==> src/rtl/fetch_pkg.sv <==
// Shared types, constants and helpers for the instruction fetch unit.
package fetch_pkg;

  typedef enum logic {
    FETCH = 1'b0,
    FAULT = 1'b1
  } fetch_state_e;

  localparam logic [1:0]  CAUSE_NONE     = 2'b00;
  localparam logic [1:0]  CAUSE_MISALIGN = 2'b01;
  localparam logic [1:0]  CAUSE_RANGE    = 2'b10;
  localparam logic [31:0] WORD_BYTES     = 32'd4;

  // Word index compare, so the top of the 32-bit space never aliases into memory.
  function automatic logic addr_in_range(input logic [31:0] addr, input logic [31:0] mem_words);
    return (addr >> 2) < mem_words;
  endfunction

endpackage

==> src/rtl/instr_fetch_unit_if.sv <==
// Instruction memory, redirect, decode handshake and fault signals of the fetch unit.
interface instr_fetch_unit_if;

  logic [31:0] imem_addr;
  logic [31:0] imem_rdata;
  logic        redirect_valid;
  logic [31:0] redirect_pc;
  logic        if_valid;
  logic        if_ready;
  logic [31:0] if_instr;
  logic [31:0] if_pc;
  logic [31:0] if_pc_plus4;
  logic        fault;
  logic [1:0]  fault_cause;
  logic [31:0] fault_pc;

  modport master (
    output imem_addr,
    input  imem_rdata,
    input  redirect_valid,
    input  redirect_pc,
    output if_valid,
    input  if_ready,
    output if_instr,
    output if_pc,
    output if_pc_plus4,
    output fault,
    output fault_cause,
    output fault_pc
  );

  modport slave (
    input  imem_addr,
    output imem_rdata,
    output redirect_valid,
    output redirect_pc,
    input  if_valid,
    output if_ready,
    input  if_instr,
    input  if_pc,
    input  if_pc_plus4,
    input  fault,
    input  fault_cause,
    input  fault_pc
  );

endinterface

==> src/rtl/fetch_queue.sv <==
// Small FIFO of {pc, instr} fetch entries; flush wins over push, head reads as 0 when empty.
module fetch_queue #(
  parameter int QDEPTH = 2
) (
  input  logic                          clk,
  input  logic                          rst_n,
  input  logic                          push,
  input  logic [63:0]                   push_data,
  input  logic                          pop,
  input  logic                          flush,
  output logic [63:0]                   head_data,
  output logic [$clog2(QDEPTH+1)-1:0]   count,
  output logic                          full,
  output logic                          empty
);

  localparam int PTR_W = (QDEPTH > 1) ? $clog2(QDEPTH) : 1;
  localparam int CNT_W = $clog2(QDEPTH + 1);

  logic [63:0]      entries_q [QDEPTH];
  logic [63:0]      entries_d [QDEPTH];
  logic [PTR_W-1:0] rd_ptr_q, rd_ptr_d;
  logic [PTR_W-1:0] wr_ptr_q, wr_ptr_d;
  logic [CNT_W-1:0] count_q, count_d;
  logic             do_push, do_pop;

  function automatic logic [PTR_W-1:0] next_ptr(input logic [PTR_W-1:0] p);
    return (p == PTR_W'(QDEPTH - 1)) ? '0 : p + PTR_W'(1);
  endfunction

  always_comb begin
    entries_d = entries_q;
    rd_ptr_d  = rd_ptr_q;
    wr_ptr_d  = wr_ptr_q;
    count_d   = count_q;
    do_pop    = pop && (count_q != '0);
    // At full, a same-cycle pop frees the slot the push overwrites.
    do_push   = push && ((count_q != CNT_W'(QDEPTH)) || do_pop);
    if (flush) begin
      rd_ptr_d = '0;
      wr_ptr_d = '0;
      count_d  = '0;
    end else begin
      if (do_push) begin
        entries_d[wr_ptr_q] = push_data;
        wr_ptr_d            = next_ptr(wr_ptr_q);
      end
      if (do_pop) begin
        rd_ptr_d = next_ptr(rd_ptr_q);
      end
      count_d = count_q + CNT_W'(do_push) - CNT_W'(do_pop);
    end
  end

  always_ff @(posedge clk) begin
    if (!rst_n) begin
      for (int i = 0; i < QDEPTH; i++) begin
        entries_q[i] <= '0;
      end
      rd_ptr_q <= '0;
      wr_ptr_q <= '0;
      count_q  <= '0;
    end else begin
      entries_q <= entries_d;
      rd_ptr_q  <= rd_ptr_d;
      wr_ptr_q  <= wr_ptr_d;
      count_q   <= count_d;
    end
  end

  assign empty     = (count_q == '0);
  assign full      = (count_q == CNT_W'(QDEPTH));
  assign count     = count_q;
  assign head_data = empty ? '0 : entries_q[rd_ptr_q];

endmodule

==> src/rtl/instr_fetch_unit.sv <==
// Fetch PC sequencing, redirect handling and sticky fault capture in front of the fetch queue.
module instr_fetch_unit
  import fetch_pkg::*;
#(
  parameter logic [31:0] RESET_PC  = 32'h0000_0000,
  parameter int          MEM_WORDS = 1024,
  parameter int          QDEPTH    = 2
) (
  input logic                clk,
  input logic                rst_n,
  instr_fetch_unit_if.master bus
);

  localparam int               CNT_W       = $clog2(QDEPTH + 1);
  localparam logic [31:0]      MEM_WORDS_U = 32'(MEM_WORDS);
  localparam logic [CNT_W-1:0] QDEPTH_C    = CNT_W'(QDEPTH);

  fetch_state_e     state_q, state_d;
  logic [31:0]      fetch_pc_q, fetch_pc_d;
  logic             fault_q, fault_d;
  logic [1:0]       fault_cause_q, fault_cause_d;
  logic [31:0]      fault_pc_q, fault_pc_d;

  logic             pop, push, flush, fetch_in_range;
  logic [63:0]      q_head;
  logic [CNT_W-1:0] q_count;
  logic             q_empty;
  logic             unused_q_full;

  always_comb begin
    state_d        = state_q;
    fetch_pc_d     = fetch_pc_q;
    fault_d        = fault_q;
    fault_cause_d  = fault_cause_q;
    fault_pc_d     = fault_pc_q;
    pop            = bus.if_ready && !q_empty;
    fetch_in_range = addr_in_range(fetch_pc_q, MEM_WORDS_U);
    flush          = (state_q == FETCH) && bus.redirect_valid;
    push           = (state_q == FETCH) && !bus.redirect_valid && fetch_in_range &&
                     ((q_count < QDEPTH_C) || pop);
    if (state_q == FETCH) begin
      if (bus.redirect_valid) begin
        if (bus.redirect_pc[1:0] != 2'b00) begin
          state_d       = FAULT;
          fault_d       = 1'b1;
          fault_cause_d = CAUSE_MISALIGN;
          fault_pc_d    = bus.redirect_pc;
        end else if (!addr_in_range(bus.redirect_pc, MEM_WORDS_U)) begin
          state_d       = FAULT;
          fault_d       = 1'b1;
          fault_cause_d = CAUSE_RANGE;
          fault_pc_d    = bus.redirect_pc;
        end else begin
          fetch_pc_d = bus.redirect_pc;
        end
      end else if (!fetch_in_range) begin
        state_d       = FAULT;
        fault_d       = 1'b1;
        fault_cause_d = CAUSE_RANGE;
        fault_pc_d    = fetch_pc_q;
      end else if (push) begin
        fetch_pc_d = fetch_pc_q + WORD_BYTES;
      end
    end
  end

  always_ff @(posedge clk) begin
    if (!rst_n) begin
      state_q       <= FETCH;
      fetch_pc_q    <= RESET_PC;
      fault_q       <= 1'b0;
      fault_cause_q <= CAUSE_NONE;
      fault_pc_q    <= '0;
    end else begin
      state_q       <= state_d;
      fetch_pc_q    <= fetch_pc_d;
      fault_q       <= fault_d;
      fault_cause_q <= fault_cause_d;
      fault_pc_q    <= fault_pc_d;
    end
  end

  fetch_queue #(
    .QDEPTH(QDEPTH)
  ) u_queue (
    .clk       (clk),
    .rst_n     (rst_n),
    .push      (push),
    .push_data ({fetch_pc_q, bus.imem_rdata}),
    .pop       (pop),
    .flush     (flush),
    .head_data (q_head),
    .count     (q_count),
    .full      (unused_q_full),
    .empty     (q_empty)
  );

  assign bus.imem_addr   = fetch_pc_q;
  assign bus.if_valid    = !q_empty;
  assign bus.if_pc       = q_head[63:32];
  assign bus.if_instr    = q_head[31:0];
  assign bus.if_pc_plus4 = q_empty ? '0 : q_head[63:32] + WORD_BYTES;
  assign bus.fault       = fault_q;
  assign bus.fault_cause = fault_cause_q;
  assign bus.fault_pc    = fault_pc_q;

endmodule
==> src/flat_wrapper.sv <==
// flat-port wrapper written by rule: the top's interface ports become plain ports
module instr_fetch_unit_flat import fetch_pkg::*;
#(
  parameter logic [31:0] RESET_PC  = 32'h0000_0000,
  parameter int          MEM_WORDS = 1024,
  parameter int          QDEPTH    = 2
)
  (clk, rst_n, bus_imem_addr, bus_imem_rdata, bus_redirect_valid, bus_redirect_pc, bus_if_valid, bus_if_ready, bus_if_instr, bus_if_pc, bus_if_pc_plus4, bus_fault, bus_fault_cause, bus_fault_pc);
  instr_fetch_unit_if bus_i ();
  input logic clk;
  input logic rst_n;
  output wire logic [$bits(bus_i.imem_addr)-1:0] bus_imem_addr;
  input wire logic [$bits(bus_i.imem_rdata)-1:0] bus_imem_rdata;
  input wire logic [$bits(bus_i.redirect_valid)-1:0] bus_redirect_valid;
  input wire logic [$bits(bus_i.redirect_pc)-1:0] bus_redirect_pc;
  output wire logic [$bits(bus_i.if_valid)-1:0] bus_if_valid;
  input wire logic [$bits(bus_i.if_ready)-1:0] bus_if_ready;
  output wire logic [$bits(bus_i.if_instr)-1:0] bus_if_instr;
  output wire logic [$bits(bus_i.if_pc)-1:0] bus_if_pc;
  output wire logic [$bits(bus_i.if_pc_plus4)-1:0] bus_if_pc_plus4;
  output wire logic [$bits(bus_i.fault)-1:0] bus_fault;
  output wire logic [$bits(bus_i.fault_cause)-1:0] bus_fault_cause;
  output wire logic [$bits(bus_i.fault_pc)-1:0] bus_fault_pc;
  assign bus_imem_addr = bus_i.imem_addr;
  assign bus_i.imem_rdata = bus_imem_rdata;
  assign bus_i.redirect_valid = bus_redirect_valid;
  assign bus_i.redirect_pc = bus_redirect_pc;
  assign bus_if_valid = bus_i.if_valid;
  assign bus_i.if_ready = bus_if_ready;
  assign bus_if_instr = bus_i.if_instr;
  assign bus_if_pc = bus_i.if_pc;
  assign bus_if_pc_plus4 = bus_i.if_pc_plus4;
  assign bus_fault = bus_i.fault;
  assign bus_fault_cause = bus_i.fault_cause;
  assign bus_fault_pc = bus_i.fault_pc;
  instr_fetch_unit #(.RESET_PC(RESET_PC), .MEM_WORDS(MEM_WORDS), .QDEPTH(QDEPTH)) u_core (.clk(clk), .rst_n(rst_n), .bus(bus_i));
endmodule
==> config.mk <==
export PLATFORM = sky130hd
export DESIGN_NAME = instr_fetch_unit_flat
export DESIGN_NICKNAME = d
export VERILOG_FILES = /design/src/rtl/fetch_pkg.sv /design/src/rtl/instr_fetch_unit_if.sv /design/src/rtl/fetch_queue.sv /design/src/rtl/instr_fetch_unit.sv /design/src/flat_wrapper.sv
export SDC_FILE = /design/constraint.sdc
export NUM_CORES = 1
export LEC_CHECK = 0
export CELL_PAD_IN_SITES_DETAIL_PLACEMENT = 0
export CELL_PAD_IN_SITES_GLOBAL_PLACEMENT = 1
export CORE_UTILIZATION = 37
export DETAILED_ROUTE_END_ITERATION = 10
export MAX_ROUTING_LAYER = met4
export PLACE_DENSITY = 0.91
export SLEW_MARGIN = 20
export SYNTH_ARGS = -nofsm -noshare
export SYNTH_HDL_FRONTEND = slang
export SYNTH_SLANG_ARGS = --single-unit
==> constraint.sdc <==
create_clock -name clk -period 4.3 [get_ports clk]
set_input_delay 0.645 -clock clk [delete_from_list [all_inputs] [get_ports clk]]
set_output_delay 0.645 -clock clk [all_outputs]
set_load 0.005 [all_outputs]
==> results.txt <==
In the post-synthesis netlist, the biggest area contributors are sky130_fd_sc_hd__dfxtp_1 43%, sky130_fd_sc_hd__mux2i_1 14%, sky130_fd_sc_hd__nand2_1 5.8%. In this run the static leakage power is 0.00473 uW. For the number of hold buffers added after cts, the log shows 0. The area growth from synthesis to layout is 32.3%. The mean post-synth cell area was 8.87 sq um; the total global-route track usage was 0.213. Yosys mapped the design onto 63 distinct sky130hd cell types. Root buffer cell: sky130_fd_sc_hd__clkbuf_16. Power per cell area: 347 nW/um^2.

The flow ran to the end, and the final reports show no timing, DRC or antenna violations. The most frequent cell after synthesis is sky130_fd_sc_hd__dfxtp_1. The post-CTS setup-driven buffer insertion count came out at 0. The worst hold path belongs to the class flop to flop. Measured in cells, the most critical reg-to-reg path has a length of 10.

Data on the critical path arrives at its endpoint at 3380 ps. Entering global routing, the biggest net connects 75 pins. The initial antenna violation count is 1. End of the worst register-to-register path: u_core.u_queue.count[1]. The number of nets handed over by synthesis was 1121.

The total number of yosys warnings was 0; the share of post-route cells with drive strength above 1 was 0.0741. Cell accounting for the most synthesized area: sky130_fd_sc_hd__dfxtp_1. Port buffering added 231 buffers. The run gives 0 as the overflow left after global routing. The count of endpoints failing hold in the final timing report came out at 0.

The startpoint-to-endpoint class of the critical path was flop to primary output. Wire length of the first global-routing pass: 42700 um. At the pin with the least slew margin, the transition time is 1070 ps. The share of Yosys cell area claimed by the top area cell type works out to 0.430.

Hold path startpoint: u_core.u_queue.entries_q[90]. The routed layout has 8313 vias. The final layout contains 1301 nets. The run gives 7979 as the number of global-route vias before repair. The post-CTS clock slew at the launch and capture registers of the worst setup and hold paths was 70 ps. The max-cap violation count is 0.

Setup repair after global routing left no endpoint under its margin. After synthesis the netlist holds a flip-flop and latch count of 200. IR analysis of the VDD net gives a maximum drop of 0.288 mV.

For the number of optimization iterations in the first detailed-route pass, the log shows 5. Number of flops mapped to enable cells by yosys: 0. The die area is 25800 sq um, and the number of clock sinks is 200.

Dividing the detail-routed via count by the number of cells gives 5.31. For the worst-skew pair, the clock arrives at the later sink with an insertion delay of 440 ps. The startpoint of the lowest-slack register-to-register path was u_core.bus.imem_addr[13]. The number of core rows is 57, and the detailed-route wire length per cell is 17.1 um. The post-synthesis async set-or-reset flop share was 0. The die is 161 um tall. Detailed placement ended at an HPWL of 18100 um. The run gives 9310 sq um as the netlist area before placement. TritonCTS built the clock tree. Setup violations remaining at the end of the flow were counted as 0.

The tools report the worst path setup slack after routing as 278 ps. For the worst-case clock buffer depth, the log shows 2. The H-tree was split into 4 levels. The clock period could shrink to 4020 ps. The data required time at the worst endpoint was 3650 ps. The count of pins over their slew limit came out at 0. The post-placement worst setup slack came out at 737 ps. The commonest cells after synthesis are 200 x sky130_fd_sc_hd__dfxtp_1, 143 x sky130_fd_sc_hd__nand2_1, 130 x sky130_fd_sc_hd__mux2i_1.

The detail route stage leaves a number of antenna-violating nets equal to 0. The run gives 0.430 as the sequential-to-total area share from yosys stat. The final period utilization is 0.935, and the setup TNS is 0 ps. The count of cells along the worst hold path works out to 2. The tools report the final weighted congestion in routability-driven placement as 0.850. STA classifies the critical path endpoint as a primary output. Post-CTS repair changed the size of 0 cells. The detailed router finished its first iteration with 641 violations. In this run the worst path has a maximum fanout of 21.

In the routed design, unresolved DRC markers number 0. Synthesis produced a netlist whose cell count is 1049. The tools report the starting density of the core as 0.380. The tools report the total wire length after detailed routing as 26800 um. The most used flip-flop cell after synthesis is sky130_fd_sc_hd__dfxtp_1. The floorplan step set the die width to 161 um. For the achievable clock frequency, the log shows 249 MHz.

In this run the register-to-register setup slack is 1300 ps. 232 I/O pins were placed. The worst relative slew slack came out at 0.285.

The tools report the kind of launch point of the worst setup path as a flop. The number of clock buffers added by TritonCTS is 17. The clock arrives with 16.4 ps of skew. Endpoint of the worst hold path: u_core.u_queue.entries_q[90]. The core region is 24500 sq um.
layout make-up:
class	instances	area [sq um]
Fill cell	2264	12200
Multi-Input combinational cell	742	4800
Sequential cell	200	4010
Timing Repair Buffer	249	2440
Clock buffer	17	425
Tap cell	324	405
Clock inverter	15	163
Inverter	19	73.8
Antenna cell	1	2.50
registers in the layout, indices dropped and copies added, names as in the netlist:
signal                    count
u_core.bus.fault              1
u_core.bus.fault_cause        2
u_core.bus.fault_pc          32
u_core.bus.imem_addr         32
u_core.state_q                1
u_core.u_queue.count          2
u_core.u_queue.entries_q    128
u_core.u_queue.rd_ptr_q       1
u_core.u_queue.wr_ptr_q       1
stage by stage:
| step | hold slack, ps | utilization | cells | cell area (sq um) | power (uW) |
|---|---|---|---|---|---|
| after CTS | 456 | 0.503 | 1566 | 12300 | 4300 |
| after detailed placement | 446 | 0.479 | 1534 | 11700 | 2710 |
| after global placement | 441 | 0.479 | 1534 | 11700 | 2700 |
| after floorplan | 436 | - | 1049 | 9310 | 2410 |
| final | 456 | 0.503 | 1567 | 12300 | 4270 |
| after global routing | 473 | 0.503 | 1567 | 12300 | 4450 |
worst max path at each step:
stage	from	end	slack (ps)	cells past startpoint
after floorplan	u_core.u_queue.rd_ptr_q	bus_if_pc_plus4[24]	720	14
after global placement	u_core.u_queue.rd_ptr_q	bus_if_pc_plus4[24]	790	9
after detailed placement	u_core.u_queue.rd_ptr_q	bus_if_pc_plus4[25]	740	7
after CTS	u_core.u_queue.rd_ptr_q	bus_if_pc_plus4[25]	240	7
after global routing	u_core.u_queue.rd_ptr_q	bus_if_pc_plus4[24]	60	9
final	u_core.u_queue.rd_ptr_q	bus_if_pc_plus4[24]	280	9
report_power, final:
part / switching [uW] / internal, uW / total [uW] / leakage (uW)
combinational: 380 / 298 / 678 / 0.00282
clock: 773 / 827 / 1600 / 0.000287
sequential: 61.0 / 1930 / 1990 / 0.00162
total: 1210 / 3050 / 4270 / 0.00473
cells in the final DEF, fill, tap and decap left out, types with 8 or more instances in the layout:
| master | count |
|---|---|
| sky130_fd_sc_hd__xor2_1 | 14 |
| sky130_fd_sc_hd__xnor2_1 | 14 |
| sky130_fd_sc_hd__inv_1 | 17 |
| sky130_fd_sc_hd__clkdlybuf4s50_1 | 229 |
| sky130_fd_sc_hd__nor3_1 | 10 |
| sky130_fd_sc_hd__a31oi_1 | 32 |
| sky130_fd_sc_hd__clkbuf_16 | 17 |
| sky130_fd_sc_hd__nor2_1 | 128 |
| sky130_fd_sc_hd__a21oi_1 | 54 |
| sky130_fd_sc_hd__a311oi_1 | 10 |
| sky130_fd_sc_hd__nand3_1 | 12 |
| sky130_fd_sc_hd__nand4_1 | 8 |
| sky130_fd_sc_hd__dfxtp_1 | 199 |
| sky130_fd_sc_hd__and3_1 | 57 |
| sky130_fd_sc_hd__nand2_1 | 143 |
| sky130_fd_sc_hd__nor4_2 | 11 |
| sky130_fd_sc_hd__mux2i_1 | 130 |
| sky130_fd_sc_hd__a211oi_1 | 23 |
| sky130_fd_sc_hd__buf_4 | 18 |
cells by family (layout without fill, tap and decap cells):
kind of cell | after synthesis | after routing | share of synthesized area
simple gates | 411 | 411 | 0.215
flops | 200 | 200 | 0.430
compound gates | 166 | 166 | 0.122
mux | 133 | 133 | 0.143
buf+inv | 107 | 300 | 0.0570
xor+xnor | 28 | 28 | 0.0264
fa+ha+maj | 4 | 4 | 0.00538
other cells | 0 | 1 | 0
metal layers:
| metal | track usage | vias to the layer above | wire (um) |
|---|---|---|---|
| li1 | - | 4058 | - |
| met1 | 0.268 | 3990 | 12200 |
| met2 | 0.346 | 236 | 12800 |
| met3 | 0.0364 | 29 | 1210 |
| met4 | 0.0701 | 0 | 530 |
| met5 | - | - | 0 |
critical path, stage by stage, from the launching register on:
cell                              delay [ps]
sky130_fd_sc_hd__dfxtp_4                 560
sky130_fd_sc_hd__mux2i_1                 140
sky130_fd_sc_hd__nor2_1                  140
sky130_fd_sc_hd__ha_1                    260
sky130_fd_sc_hd__nand4_1                 140
sky130_fd_sc_hd__a211oi_2                390
sky130_fd_sc_hd__nand3_2                 290
sky130_fd_sc_hd__nor4_2                  350
sky130_fd_sc_hd__xor2_1                  170
sky130_fd_sc_hd__clkdlybuf4s50_1         510
Power figures use the tool's default switching activity.
